<file path="src/rtl/cpu_pkg.sv">
// Shared types and constants for the divide accelerator.
// No logic: state encoding and default operand width only.
// No flow control: pure declarations.
package cpu_pkg;

  typedef enum logic [1:0] {
    S_IDLE = 2'd0,
    S_RUN  = 2'd1,
    S_DONE = 2'd2
  } t_div_state;

  localparam int DIV_WIDTH = 16;

endpackage

</file>
<file path="src/rtl/div_step.sv">
// One restoring-divide step: shift in the next dividend bit, trial-subtract.
// Latency: purely combinational, chained STEPS_PER_CYCLE deep by the controller.
// No flow control: always evaluates its inputs.
module div_step #(
  parameter int WIDTH = 16
) (
  input  logic [WIDTH:0]   pr_in,
  input  logic [WIDTH-1:0] q_in,
  input  logic [WIDTH-1:0] d,
  output logic [WIDTH:0]   pr_out,
  output logic [WIDTH-1:0] q_out
);

  // The top PR bit is always shifted out; it only exists so the compare is WIDTH+1 wide.
  logic             unused_pr_msb;
  logic [WIDTH:0]   trial;
  logic [WIDTH:0]   dext;
  logic             qbit;

  assign unused_pr_msb = pr_in[WIDTH];
  assign trial         = {pr_in[WIDTH-1:0], q_in[WIDTH-1]};
  assign dext          = {1'b0, d};

  // Restore-or-subtract decision for this bit position.
  always_comb begin
    qbit   = 1'b0;
    pr_out = trial;
    if (trial >= dext) begin
      qbit   = 1'b1;
      pr_out = trial - dext;
    end
  end

  assign q_out = {q_in[WIDTH-2:0], qbit};

endmodule

</file>
<file path="src/rtl/div_controller.sv">
// Iterative unsigned restoring divider: start/abort in, quotient/remainder + one-cycle Done out.
// Latency: Done at T + WIDTH/STEPS_PER_CYCLE + 1 after an accepted start; T+1 for a zero divisor.
// Backpressure: none; StartDiv is ignored while Busy, and Abort cancels a run without a Done.
module div_controller
  import cpu_pkg::*;
#(
  parameter int WIDTH           = DIV_WIDTH,
  parameter int STEPS_PER_CYCLE = 1
) (
  input  logic             Clk,
  input  logic             Reset,
  input  logic             StartDiv,
  input  logic [WIDTH-1:0] Divident,
  input  logic [WIDTH-1:0] Divisor,
  input  logic             Abort,
  output logic             Busy,
  output logic             Done,
  output logic [WIDTH-1:0] Quotient,
  output logic [WIDTH-1:0] Remainder,
  output logic             DivByZero
);

  localparam int NCYC = WIDTH / STEPS_PER_CYCLE;
  localparam int CW   = (NCYC > 1) ? $clog2(NCYC) : 1;
  localparam logic [CW-1:0] CNT_LOAD = CW'(NCYC - 1);

  t_div_state       state;
  logic [WIDTH-1:0] dreg;
  logic [WIDTH-1:0] qreg;
  logic [WIDTH:0]   pr;
  logic [CW-1:0]    cnt;

  // Step chain: element 0 is the registered value, element STEPS_PER_CYCLE is this cycle's result.
  logic [WIDTH:0]   pr_chain [STEPS_PER_CYCLE+1];
  logic [WIDTH-1:0] q_chain  [STEPS_PER_CYCLE+1];

  assign pr_chain[0] = pr;
  assign q_chain[0]  = qreg;

  genvar g;
  generate
    for (g = 0; g < STEPS_PER_CYCLE; g++) begin : g_step
      div_step #(.WIDTH(WIDTH)) u_step (
        .pr_in  (pr_chain[g]),
        .q_in   (q_chain[g]),
        .d      (dreg),
        .pr_out (pr_chain[g+1]),
        .q_out  (q_chain[g+1])
      );
    end
  endgenerate

  // Status flags come straight off the state register so they cannot glitch.
  assign Busy = (state == S_RUN);
  assign Done = (state == S_DONE);

  // Sequencer: start acceptance, iteration counting, abort and result capture.
  always_ff @(posedge Clk) begin
    if (Reset) begin
      state     <= S_IDLE;
      dreg      <= '0;
      qreg      <= '0;
      pr        <= '0;
      cnt       <= '0;
      Quotient  <= '0;
      Remainder <= '0;
      DivByZero <= 1'b0;
    end else begin
      case (state)
        S_RUN: begin
          if (Abort) begin
            // Results from the previous completion are left untouched.
            state <= S_IDLE;
          end else begin
            qreg <= q_chain[STEPS_PER_CYCLE];
            pr   <= pr_chain[STEPS_PER_CYCLE];
            if (cnt == '0) begin
              Quotient  <= q_chain[STEPS_PER_CYCLE];
              Remainder <= pr_chain[STEPS_PER_CYCLE][WIDTH-1:0];
              DivByZero <= 1'b0;
              state     <= S_DONE;
            end else begin
              cnt <= cnt - 1'b1;
            end
          end
        end
        default: begin
          // S_IDLE and S_DONE both accept; Abort suppresses acceptance.
          if (StartDiv && !Abort) begin
            dreg <= Divisor;
            qreg <= Divident;
            pr   <= '0;
            cnt  <= CNT_LOAD;
            if (Divisor == '0) begin
              Quotient  <= '1;
              Remainder <= Divident;
              DivByZero <= 1'b1;
              state     <= S_DONE;
            end else begin
              state <= S_RUN;
            end
          end else begin
            state <= S_IDLE;
          end
        end
      endcase
    end
  end

endmodule

</file>
<file path="config.mk">
export PLATFORM = sky130hd
export DESIGN_NAME = div_controller
export DESIGN_NICKNAME = d
export VERILOG_FILES = /design/src/rtl/cpu_pkg.sv /design/src/rtl/div_step.sv /design/src/rtl/div_controller.sv
export SDC_FILE = /design/constraint.sdc
export NUM_CORES = 1
export LEC_CHECK = 0
export BUFFER_PORTS_ARGS = -buffer_cell sky130_fd_sc_hd__buf_4
export CORE_MARGIN = 4
export CORE_UTILIZATION = 55
export CTS_CLUSTER_SIZE = 28
export DETAILED_ROUTE_END_ITERATION = 8
export PLACE_DENSITY = 0.78
export SLEW_MARGIN = 0
export SYNTH_ARGS = -nofsm -noshare
export SYNTH_HDL_FRONTEND = slang
export SYNTH_SLANG_ARGS = --single-unit
</file>
<file path="constraint.sdc">
create_clock -name Clk -period 7.28 [get_ports Clk]
set_input_delay 0.364 -clock Clk [delete_from_list [all_inputs] [get_ports Clk]]
set_output_delay 0.364 -clock Clk [all_outputs]
set_load 0.01 [all_outputs]
</file>
==> run_results.csv <==
group,metric,value,unit
status,status,"complete, no violations",
synth,synthFlopType,"dfxtp_1",
setup_path,r2r.worst_path.cells,10,
run,cap_violations,0,
floorplan,die_area,0.00985,sq mm
power,power_leakage,0.00209,uW
setup_path,slowest_delay,0.71,ns
floorplan,core-area,0.00818,sq mm
power,p_per_area,214,mW/mm^2
floorplan,die_h,99.2,um
global_routing,grt_max_degree,85,
detailed_routing,via_per_inst,6.03,
sta,period_needed,3.16,ns
synth,synth_nets,637,
global_routing,grt_pass1_vias,4149,
min_path,hold_depth,2,
clock_network,ctsHoldBuffers,0,
detailed_routing,route.detailed.drc,0,
global_routing,antenna_found_initial,0,
sta,slew_headroom,0.187,
sta,skew,0.0157,ns
setup_path,r2r_slack,4.12,ns
min_path,hold_path_end,"state[0]$_SDFFE_PP0P_",
clock_network,cts.sinks,87,
synth,yosys.cell_count.top_type,"nand2_1",
sta,finalHoldViolations,0,
placed_design,hpwlAfterDp,8760,um
detailed_routing,routed_wl,12200,um
detailed_routing,via_count,4454,
synth,synth_area_leader_cell,"dfxtp_1",
floorplan,fp-row-count,33,
sta,timing.fmax,0.316,GHz
min_path,hold_class,"in2reg",
power,ir_drop,152,uV
synth,synth.distinct_cells,56,
detailed_routing,dr.first_iter.drc_count,309,
cells_and_area,drive_gt1_frac,0.175,
power,p_total,1130,uW
synth,synth-edff-count,0,
synth,synthTopCellsByArea,"dfxtp_1, nand2_1, nor2_1",
setup_path,worstSetupPathType,"reg2reg",
synth,avgSynthCellArea,7.85,sq um
setup_path,critPathMaxFanout,42,
setup_path,cp-start-kind,"register",
clock_network,clk_pin_slew,0.09,ns
setup_path,worstReg2RegEnd,"Remainder[13]$_SDFFE_PP0P_",
setup_path,arrival,3.37,ns
clock_network,cts_tree,"done",
clock_network,cts_resized,0,
sta,tns,0,ns
setup_path,worst_path_max_delay_cell,"nand2_1",
sta,worst_pin_slew,1.22,ns
synth,synthTopCellsByCount,"nand2_1, dfxtp_1, nor2_1",
synth,ys_ff_latch,87,
setup_path,worstSetupEndpointType,"register",
cells_and_area,final_nets,683,
synth,synth_area,0.00458,sq mm
synth,async_reset_ff_frac,0,
sta,drv_slew,0,
synth,synth_top_area_share,0.380,
clock_network,cts-buffers-inserted,9,
placed_design,gp_congestion,0.976,
synth,ys_seq_area_frac,0.380,
floorplan,die_x,99.2,um
cells_and_area,syn2layout_area_growth,15.4,%
floorplan,start_util,0.560,
setup_path,crit_chain,"nand2b_1, buf_4, inv_1, buf_4, nand2_1, o21ai_0, nand2_1, or3_1, o21ai_0, a211oi_1",
global_routing,track_usage,0.251,
clock_network,cts_buffer_depth,2,
synth,ys_warn_count,0,
detailed_routing,drt_pass1_iterations,7,
clock_network,h-tree-depth,3,
setup_path,cp.required,7.49,ns
floorplan,io-pin-count,71,
sta,finalCritPeriodShare,0.434,
sta,rsz0062_at_grt,"false",
placed_design,port_buffers,70,
clock_network,cts_setup_buffers,0,
placed_design,pre_cts_ws,4.13,ns
min_path,hold_start,"Abort",
detailed_routing,wl_per_cell,16.5,um
global_routing,grt_pass1_wl,20200,um
clock_network,cts_root_buffer,"clkbuf_8",
setup_path,r2r_start,"state[1]$_SDFFE_PP0P_",
clock_network,clock_latency,0.37,ns
global_routing,grt-ovfl-total,0,
sta,setup_violations,0,
synth,syn-instance-count,583,
cells_and_area,antenna_cells,0,
detailed_routing,drtAntennaViolNets,0,
sta,setup_ws,4.12,ns
flip-flops by register name, summed over array words and instances (netlist names):
name and flops:
Remainder 16, Quotient 16, dreg 16, state 2
pr 16, DivByZero 1, cnt 4, qreg 16
through the flow:
stage                      util  hold WS [ns]  instances  cell area, sq um
final                     0.646         0.220        739              5290
after global placement    0.624         0.443        723              5100
after detailed placement  0.624         0.449        723              5100
after global routing      0.646         0.212        739              5290
after CTS                 0.646         0.205        739              5290
after floorplan               -         0.436        583              4580
power by group:
group / leakage [uW] / internal [uW] / switching (uW) / total [uW]
clock: 0.0000899 / 131 / 198 / 329
combinational: 0.00129 / 112 / 178 / 290
sequential: 0.000708 / 496 / 14.4 / 510
logic make-up after synthesis:
kind of cell               count (synthesis)  synth area share
DFF                                       87             0.380
and+or+nand+nor                          254             0.256
buffers and inverters                     59            0.0530
AOI/OAI and AO/OA                        148             0.227
muxes                                      3           0.00656
xor gates and xnor gates                  14            0.0268
adders and majority gates                 18            0.0508
how the worst max path moves through the flow:
stage	startpoint	to	slack (ns)	cells after the start
6_report	state[1]$_SDFFE_PP0P_	Remainder[13]$_SDFFE_PP0P_	4.12	10
3_3_place_gp	state[1]$_SDFFE_PP0P_	Remainder[13]$_SDFFE_PP0P_	4.15	10
2_1_floorplan	qreg[15]$_SDFFE_PP0P_	Remainder[14]$_SDFFE_PP0P_	4.76	10
3_5_place_dp	state[1]$_SDFFE_PP0P_	Remainder[13]$_SDFFE_PP0P_	4.13	10
4_1_cts	state[1]$_SDFFE_PP0P_	Remainder[13]$_SDFFE_PP0P_	4.11	10
5_1_grt	state[1]$_SDFFE_PP0P_	Remainder[13]$_SDFFE_PP0P_	3.83	10
worst max-delay path: cells and delay by family, from the launching register on:
| family | cells | cell delay, ns |
|---|---|---|
| AO/OA/AOI/OAI | 3 | 0.31 |
| AND/OR/NAND/NOR | 4 | 1.62 |
| buffers and inverters | 3 | 0.75 |
| flip-flops | 1 | 0.31 |
layer usage:
metal | vias to the layer above | GRT usage | part of all wire
li1 | 2153 | - | -
met1 | 2106 | 0.334 | 0.44
met2 | 172 | 0.404 | 0.47
met3 | 23 | 0.0484 | 0.065
met4 | 0 | 0.0914 | 0.022
met5 | - | 0 | 0
placed cells by master, fill, tap and decap left out, types with 6 or more instances in the layout:
cell type and count:
nand2b_1 7, inv_1 21, ha_1 17, a31oi_1 7, buf_4 73, clkbuf_8 9, a21o_1 6, o211ai_1 6
a311oi_1 21, nand2_1 99, nor2_1 60, a21oi_1 37, nor3_1 33, dfxtp_1 87, a211oi_1 10, nand3_1 8
nand3b_1 7, xnor2_1 9, o21ai_0 31
cell type report:
cell class,instances,area [sq um]
Fill cell,732,2890
Timing Repair Buffer,73,548
Clock buffer,9,124
Clock inverter,7,63.8
Sequential cell,87,1740
Inverter,21,78.8
Tap cell,105,131
Multi-Input combinational cell,437,2600
Power figures use the tool's default switching activity.
